**config.mk**
```make
export PLATFORM = sky130hd
export DESIGN_NAME = connect_n_engine
export DESIGN_NICKNAME = d
export VERILOG_FILES = /design/src/rtl/connect_n_engine.sv
export SDC_FILE = /design/constraint.sdc
export NUM_CORES = 1
export LEC_CHECK = 0
export CAP_MARGIN = 25
export CORE_MARGIN = 3
export CORE_UTILIZATION = 50
export CTS_CLUSTER_DIAMETER = 200
export DETAILED_ROUTE_END_ITERATION = 12
export GPL_ROUTABILITY_DRIVEN = 0
export PLACE_DENSITY = 0.78
export SETUP_SLACK_MARGIN = 0.05
export SYNTH_ARGS = -nofsm -noshare
export SYNTH_HDL_FRONTEND = slang
export SYNTH_SLANG_ARGS = --single-unit
```
**constraint.sdc**
```tcl
create_clock -name clk -period 2.4 [get_ports clk]
set_clock_uncertainty 0.1 [all_clocks]
set_input_delay 0.72 -clock clk [delete_from_list [all_inputs] [get_ports clk]]
set_output_delay 0.72 -clock clk [all_outputs]
set_load 0.01 [all_outputs]
```
**src/rtl/connect_n_engine.sv**
```systemverilog
// Connect-N game engine: ROWS x COLS board with gravity, alternating turns,
// win / tie / illegal-move detection. Optional single-level undo is built in
// when the CONNECT_UNDO_EN macro is defined.
module connect_n_engine #(
    parameter int ROWS    = 4,
    parameter int COLS    = 4,
    parameter int WIN_LEN = 4,
    localparam int CW     = (COLS > 1) ? $clog2(COLS) : 1,
    localparam int CELLS  = ROWS * COLS
) (
    input  logic             clk,
    input  logic             reset,
    input  logic             enable,
    input  logic [COLS-1:0]  in_column,
`ifdef CONNECT_UNDO_EN
    input  logic             undo,
`endif
    output logic [CELLS-1:0] out_gameboard,
    output logic [CELLS-1:0] out_players_cells,
    output logic [1:0]       out_game_status,
    output logic [1:0]       current_state,
    output logic             playerTurn,
    output logic [CW-1:0]    column_calc,
    output logic             move_rejected
);

    typedef enum logic [1:0] {
        S_IDLE  = 2'b00,
        S_DROP  = 2'b01,
        S_CHECK = 2'b10,
        S_DONE  = 2'b11
    } state_t;

    state_t            state;
    logic              en_q;
    logic              req;
    logic [COLS-1:0]   sel;
    logic              one_hot;
    logic [CW-1:0]     sel_idx;
    logic [COLS-1:0]   top_row;
    logic              col_full;
    logic [CELLS-1:0]  drop_mask;
    logic [CELLS-1:0]  mine;
    logic [CELLS-1:0]  h_win, v_win, d_win, a_win;
    logic              win;

    assign current_state = state;
    assign req      = enable & ~en_q;
    assign sel      = ~in_column;
    assign one_hot  = (sel != '0) && ((sel & (sel - COLS'(1))) == '0);
    assign top_row  = out_gameboard[CELLS-1 -: COLS];
    assign col_full = top_row[sel_idx];
    assign mine     = out_gameboard & (playerTurn ? out_players_cells : ~out_players_cells);
    assign win      = |{h_win, v_win, d_win, a_win};

    // Binary index of the selected (active-low) column
    always_comb begin
        sel_idx = '0;
        for (int i = 0; i < COLS; i++) begin
            if (sel[i]) sel_idx = CW'(i);
        end
    end

    // Per-cell drop target and line windows anchored at each cell
    genvar gi, gk;
    generate
        for (gi = 0; gi < CELLS; gi++) begin : g_cell
            localparam int R = gi / COLS;
            localparam int C = gi % COLS;

            // Target is the empty cell of the chosen column resting on an occupied one
            if (R == 0) begin : g_bottom
                assign drop_mask[gi] = (column_calc == CW'(C)) & ~out_gameboard[gi];
            end else begin : g_upper
                assign drop_mask[gi] = (column_calc == CW'(C)) & ~out_gameboard[gi]
                                     & out_gameboard[gi-COLS];
            end

            if (C + WIN_LEN <= COLS) begin : g_h
                assign h_win[gi] = &mine[gi +: WIN_LEN];
            end else begin : g_nh
                assign h_win[gi] = 1'b0;
            end

            if (R + WIN_LEN <= ROWS) begin : g_v
                logic [WIN_LEN-1:0] bits;
                for (gk = 0; gk < WIN_LEN; gk++) begin : g_k
                    assign bits[gk] = mine[gi + gk*COLS];
                end
                assign v_win[gi] = &bits;
            end else begin : g_nv
                assign v_win[gi] = 1'b0;
            end

            if ((R + WIN_LEN <= ROWS) && (C + WIN_LEN <= COLS)) begin : g_d
                logic [WIN_LEN-1:0] bits;
                for (gk = 0; gk < WIN_LEN; gk++) begin : g_k
                    assign bits[gk] = mine[gi + gk*(COLS+1)];
                end
                assign d_win[gi] = &bits;
            end else begin : g_nd
                assign d_win[gi] = 1'b0;
            end

            if ((R + WIN_LEN <= ROWS) && (C >= WIN_LEN - 1)) begin : g_a
                logic [WIN_LEN-1:0] bits;
                for (gk = 0; gk < WIN_LEN; gk++) begin : g_k
                    assign bits[gk] = mine[gi + gk*(COLS-1)];
                end
                assign a_win[gi] = &bits;
            end else begin : g_na
                assign a_win[gi] = 1'b0;
            end
        end
    endgenerate

`ifdef CONNECT_UNDO_EN
    localparam int IW = (CELLS > 1) ? $clog2(CELLS) : 1;
    logic          undo_q;
    logic          undo_req;
    logic [IW-1:0] drop_idx;
    logic [IW-1:0] last_idx;
    logic          last_player;
    logic          last_valid;

    assign undo_req = undo & ~undo_q;

    // Encode the one-hot drop target so the last move can be reverted
    always_comb begin
        drop_idx = '0;
        for (int i = 0; i < CELLS; i++) begin
            if (drop_mask[i]) drop_idx = IW'(i);
        end
    end
`endif

    // Game FSM: request decode, gravity drop, win/tie evaluation, optional undo
    always_ff @(posedge clk or posedge reset) begin
        if (reset) begin
            state             <= S_IDLE;
            en_q              <= 1'b0;
            out_gameboard     <= '0;
            out_players_cells <= '0;
            out_game_status   <= 2'b00;
            playerTurn        <= 1'b0;
            column_calc       <= '0;
            move_rejected     <= 1'b0;
`ifdef CONNECT_UNDO_EN
            undo_q            <= 1'b0;
            last_idx          <= '0;
            last_player       <= 1'b0;
            last_valid        <= 1'b0;
`endif
        end else begin
            en_q          <= enable;
            move_rejected <= 1'b0;
`ifdef CONNECT_UNDO_EN
            undo_q        <= undo;
            if (undo_req && (state == S_IDLE || state == S_DONE)) begin
                if (last_valid) begin
                    out_gameboard[last_idx]     <= 1'b0;
                    out_players_cells[last_idx] <= 1'b0;
                    playerTurn                  <= last_player;
                    out_game_status             <= 2'b00;
                    state                       <= S_IDLE;
                    last_valid                  <= 1'b0;
                end else begin
                    move_rejected <= 1'b1;
                end
            end else
`endif
            begin
                case (state)
                    S_IDLE: begin
                        if (req) begin
                            if (one_hot && !col_full) begin
                                column_calc <= sel_idx;
                                state       <= S_DROP;
                            end else begin
                                move_rejected <= 1'b1;
                            end
                        end
                    end
                    S_DROP: begin
                        out_gameboard <= out_gameboard | drop_mask;
                        if (playerTurn) out_players_cells <= out_players_cells | drop_mask;
`ifdef CONNECT_UNDO_EN
                        last_idx    <= drop_idx;
                        last_player <= playerTurn;
                        last_valid  <= 1'b1;
`endif
                        state <= S_CHECK;
                    end
                    S_CHECK: begin
                        if (win) begin
                            out_game_status <= playerTurn ? 2'b10 : 2'b01;
                            state           <= S_DONE;
                        end else if (&out_gameboard) begin
                            out_game_status <= 2'b11;
                            state           <= S_DONE;
                        end else begin
                            playerTurn <= ~playerTurn;
                            state      <= S_IDLE;
                        end
                    end
                    S_DONE: begin
                        if (req) move_rejected <= 1'b1;
                    end
                endcase
            end
        end
    end

endmodule
```
# --- Word level (Yosys, flattened, before mapping) ---
# Cells that the tools add are included.
word_totals:
  input_bits: 7
  n_memories: 0
  latchBits: 0
  word_cells: 117
  romBits: 0
  regBits: 41
  ram_bits: 0
op_classes:
  magnitude_cmp: 1
  mul: 0
  mux: 18
  bitwise: 55
  n_div: 0
  shift: 0
  eq_ne: 8
  n_reduce_logical: 26
  n_addsub: 1
ops:
  columns: ["cell", "count"]
  rows:
  - ["$reduce_and 4->1", 10]
  - ["$or 16x16->16", 2]
  - ["$and 1x1->1", 29]
  - ["$not 1->1", 20]
  - ["$mux 2", 9]
  - ["$and 16x16->16", 1]
  - ["$mux 16", 1]
  - ["$not 16->16", 1]
  - ["$reduce_and 16->1", 1]
  - ["$reduce_or 10->1", 1]
  - ["$reduce_and 3->1", 3]
  - ["$eq 2x2->1 const B", 4]
  - ["$pmux 2 s3", 1]
  - ["$mux 1", 5]
  - ["$and 4x4->4", 1]
  - ["$eq 2x1->1 const B", 2]
  - ["$logic_not 2->1", 2]
  - ["$logic_not 4->1", 1]
  - ["$ne 2x2->1 const B", 2]
  - ["$not 4->4", 1]
  - ["$reduce_and 2->1", 2]
  - ["$reduce_bool 4->1", 1]
  - ["$sub 4x1->4 const B", 1]
  - ["$lt 2x3->1 const B", 1]
  - ["6 further kinds", 7]

# --- Logic depth before layout (Yosys ltp) ---
logic_depth:
  word_depth: 11
  mapped_depth: 8
  mapped_depth_nobuf: 6

# --- Worst setup path before layout ---
# No wires, ideal clock.
synth_timing:
  kind: "flip-flop to flip-flop"
  start: "reg playerTurn"
  end: "reg out_game_status[0]"
  setup_ps: 124
  stages_incl_launch_ff: 8
  t_arrival_ps: 1884
  t_required_ps: 2176
  path_slack_ps: 292
  cell_sequence: "dfrtp_1 > buf_6 > or4_1 > a2111oi_2 > o211a_1 > or4_4 > o21ai_1 > a2bb2oi_1"
synth_between:
  elab_chain_len: 6
synth_rtl:
  columns: ["item", "line", "text"]
  rows:
  - ["from (decl)", "22", "output logic playerTurn,"]
  - ["from (signal assigned)", "202", "playerTurn <= ~playerTurn;"]
  - ["$mux 16", "53", "assign mine = out_gameboard & (playerTurn ? out_players_cells : ~out_players_cells);"]
  - ["$and 16x16->16", "53", null]
  - ["$reduce_and 4->1, on equally long branches", null, null]
  - ["$reduce_or 10->1", "54", "assign win = |{h_win, v_win, d_win, a_win};"]
  - ["$reduce_bool 2->1 (no line)", null, null]
  - ["$reduce_and 2->1 (no line)", null, null]
  - ["to (signal assigned)", "196", "out_game_status <= playerTurn ? 2'b10 : 2'b01;"]
  - ["to (decl)", "20", "output logic [1:0] out_game_status,"]
# Several ways; a longest one is shown, not always the timed one.
# A chain may end at the register's enable or synchronous reset.

# --- Worst setup path in the final report ---
layout_timing:
  start: "in in_column[1]"
  end: "reg column_calc[1]"
layout_between:
  elab_chain_len: 9
layout_rtl:
  columns: ["item", "line", "text"]
  rows:
  - ["from (decl)", "14", "input logic [COLS-1:0] in_column,"]
  - ["$not 4->4 *", "49", "assign sel = ~in_column;"]
  - ["branches (longest 6 deep; another with $sub 4x1->4)", null, null]
  - ["$logic_and 1x1->1 *", "176", "if (one_hot && !col_full) begin"]
  - ["$reduce_and 3->1 (no line) *", null, null]
  - ["to (signal assigned)", "177", "column_calc <= sel_idx;"]
  - ["to (decl)", "23", "output logic [CW-1:0] column_calc,"]
# Every way passes the cells marked *. The select of a mux whose other input is x is not followed.

==> run_results.csv <==
group,metric,value,unit
die,start_util,52.39,%
critical_path,regToRegStartpoint,"playerTurn",
yosys,yosysSeqAreaShare,48.26,%
worst_hold_path,hold_path.class,"flop to flop",
yosys,synthArstFlopShare,100.0,%
die,die-area,0.005070,mm^2
critical_path,reg2reg_slack,0.19,ns
die,die_h,71.21,um
critical_path,worstPathRequired,2.49,ns
placed_design,numPortBuffers,46,
yosys,synth_cell_types,49,
yosys,syn_area_per_cell,10.22,um^2
routing,route.met2.wl,2.462,mm
job,maxCapViolCount,0,
cells_and_area,fin_cells,311,
power,p_per_area,1391,mW/mm^2
routing,first_pass_iters,4,
clock_network,insertion_delay,0.30,ns
yosys,ys.flop_type,"dfrtp_1",
clock_network,cts_buffer_depth,2,
routing,drtAntennaViolNets,0,
clock_network,cts_inserted_buffers,5,
placed_design,placed_cells,303,
sta,setup_viol,0,
yosys,yosys_warnings,0,
routing,first_iter_violations,166,
power,power.leakage,1.278,nW
routing,routedWlPerCell,17.02,um
worst_hold_path,holdPathStages,1,
sta,timing.hold.ws,0.3398,ns
routing,top_layer,"met4",
critical_path,crit_buf_inv,1,
yosys,synth_edf_count,0,
clock_network,cts_tree,"done",
die,io_pins,47,
sta,fin_crit_sh,95.21,%
routing,detailroute.wirelength.met3,316,um
die,coreArea,0.004058,mm^2
die,die_w,71.21,um
cells_and_area,area_delta_synth_final,30.84,%
cells_and_area,drive_gt1_share,11.88,%
routing,drc_errors,0,
die,num_rows,23,
yosys,synth_area_leaders,"dfrtp_1 (48%), nand2_1 (5.7%), a41o_1 (4.2%), inv_1 (4.1%), ha_1 (2.4%)",
yosys,synth_area,0.002126,mm^2
critical_path,cpMaxStageDelayCell,"clkdlybuf4s50_1",
global_route,overflow,0,
critical_path,worst-path-max-fanout,6,
power,total_power,3.868,mW
clock_network,path_clk_slew,0.07,ns
global_route,antenna_found_initial,0,
critical_path,start_kind,"input port",
cells_and_area,nets,272,
worst_hold_path,min_to,"move_rejected",
global_route,grt.total_usage,22.09,%
power,peakVddDrop,943.2,uV
run_status,outcome,"finished clean",
yosys,ys_ff_latch,41,
sta,fmax,0.4376,GHz
clock_network,root_buffer,"clkbuf_8",
critical_path,reg2reg_to,"current_state[0]",
sta,finalMaxSlewViolations,0,
routing,wl_met1,2.459,mm
sta,worst_slew_pin_slew,0.5750,ns
sta,finalCriticalPeriod,2.285,ns
sta,rsz0062_at_grt,"no",
global_route,grt_pass1_vias,1791,
yosys,synth_top_area_share,48.26,%
clock_network,cts.sinks,41,
sta,hold_viol_final,0,
critical_path,r2r_cells,6,
yosys,synthCells,208,
routing,routed_via_density,5.916,
placed_design,hpwl,3.885,mm
critical_path,max_stage_delay,0.50,ns
cells_and_area,num_antenna_cells,0,
sta,slew_headroom,61.38,%
critical_path,crit_path_end_kind,"flop",
critical_path,crit_family,"simple AND/OR/NAND/NOR gates",
critical_path,critPathKind,"input port to flop",
global_route,grt_max_degree,42,
critical_path,arrival,2.37,ns
yosys,yosysTopAreaCell,"dfrtp_1",
yosys,synth_fp_nets,219,
routing,num_vias,1840,
critical_path,cp_cell_sequence,"clkdlybuf4s50_1 -> nor3b_1 -> a211o_1 -> and4b_1 -> nand2_1 -> mux2_2",
global_route,grt_pass1_wl,8.928,mm
routing,wl,5.294,mm
worst_hold_path,hp-start,"en_q",
clock_network,h-tree-depth,2,
cells in the final DEF, fill, tap and decap left out, drive strengths merged, types with 2 or more instances in the layout:
| master | n |
|---|---|
| a2111oi | 2 |
| a211o | 2 |
| a21o | 2 |
| a21oi | 2 |
| a2bb2oi | 4 |
| a31o | 4 |
| a41o | 9 |
| and3 | 2 |
| and4 | 5 |
| buf | 7 |
| clkbuf | 5 |
| clkdlybuf4s50 | 46 |
| dfrtp | 41 |
| ha | 4 |
| inv | 23 |
| mux2 | 2 |
| mux2i | 5 |
| nand2 | 32 |
| nand3 | 3 |
| nand4 | 7 |
| nor2 | 5 |
| nor2b | 2 |
| nor3 | 2 |
| nor4 | 6 |
| o2111ai | 4 |
| o21ai | 5 |
| or2 | 3 |
| or4 | 6 |
| xnor2 | 3 |
layer usage:
layer  global-route usage [%]  up-vias
met5                        0        -
met4                    5.846        0
met3                    5.824        6
met2                    33.78       55
met1                    31.23      908
li1                         -      871
synth_stat cells (3+ instances only):
master     count
o21ai_0        3
xnor2_1        3
and4_1         4
or4_1          4
or2_2          3
a41o_1         9
inv_1         23
a31o_2         4
o2111ai_1      4
a2bb2oi_1      4
mux2i_1        5
nor4_1         6
nand3_1        3
clkbuf_1       4
dfrtp_1       41
nand4_1        7
ha_1           4
nand2_1       32
nor2_1         5
report_power, final:
group | total [mW] | switching, mW | internal (mW)
registers | 1.45 | 0.481 | 0.967
clock network | 0.539 | 0.236 | 0.302
logic | 1.88 | 0.857 | 1.02
total | 3.87 | 1.57 | 2.29
worst max path at each step:
stage,start,endpoint,slack [ns],cells past startpoint
final,in_column[1],column_calc[1],0.11,6
after global routing,out_players_cells[4],out_game_status[0],0.06,6
after CTS,in_column[1],column_calc[1],0.07,6
after detailed placement,in_column[1],column_calc[1],-0.22,6
after global placement,in_column[1],column_calc[1],-0.20,6
after floorplan,playerTurn,out_game_status[0],0.29,7
metrics by stage:
stage | util, % | cell area, um^2 | setup slack (ns) | setup TNS [ns]
after global placement | 65.59 | 2661 | -0.2003 | -0.6402
final | 68.55 | 2781 | 0.1150 | 0
after detailed placement | 65.59 | 2661 | -0.2219 | -0.7294
after floorplan | - | 2126 | 0.2920 | 0
after global routing | 68.55 | 2781 | 0.05544 | 0
after CTS | 68.18 | 2766 | 0.06751 | 0
cells by family after synthesis:
family | after synthesis | synth area share [%]
compound gates | 43 | 17.42
xor+xnor | 4 | 1.648
fa+ha+maj | 4 | 2.354
buf+inv | 30 | 6.180
flops | 41 | 48.26
mux | 7 | 3.414
simple gates | 79 | 20.72
sequential cells by signal (all words and copies together) (netlist names):
register and count:
column_calc 2, out_players_cells 16, move_rejected 1, out_gameboard 16, current_state 2, en_q 1
playerTurn 1, out_game_status 2
cell type report:
class | instances | area, um^2
inverter | 23 | 86.33
tap | 50 | 62.56
sequential | 41 | 1027
multi-input combinational | 137 | 972.2
clock buffer | 5 | 68.82
timing repair buffer | 53 | 529.3
fill | 327 | 1276
clock inverter | 2 | 35.03
repair_timing:
| action | CTS | global route |
|---|---|---|
| buffers inserted | 0 | 1 |
| setup endpoints to repair | 1 | 7 |
| hold buffers | 0 | 0 |
| gates resized for setup | 1 | 3 |
(Power assumes the default switching activity.)
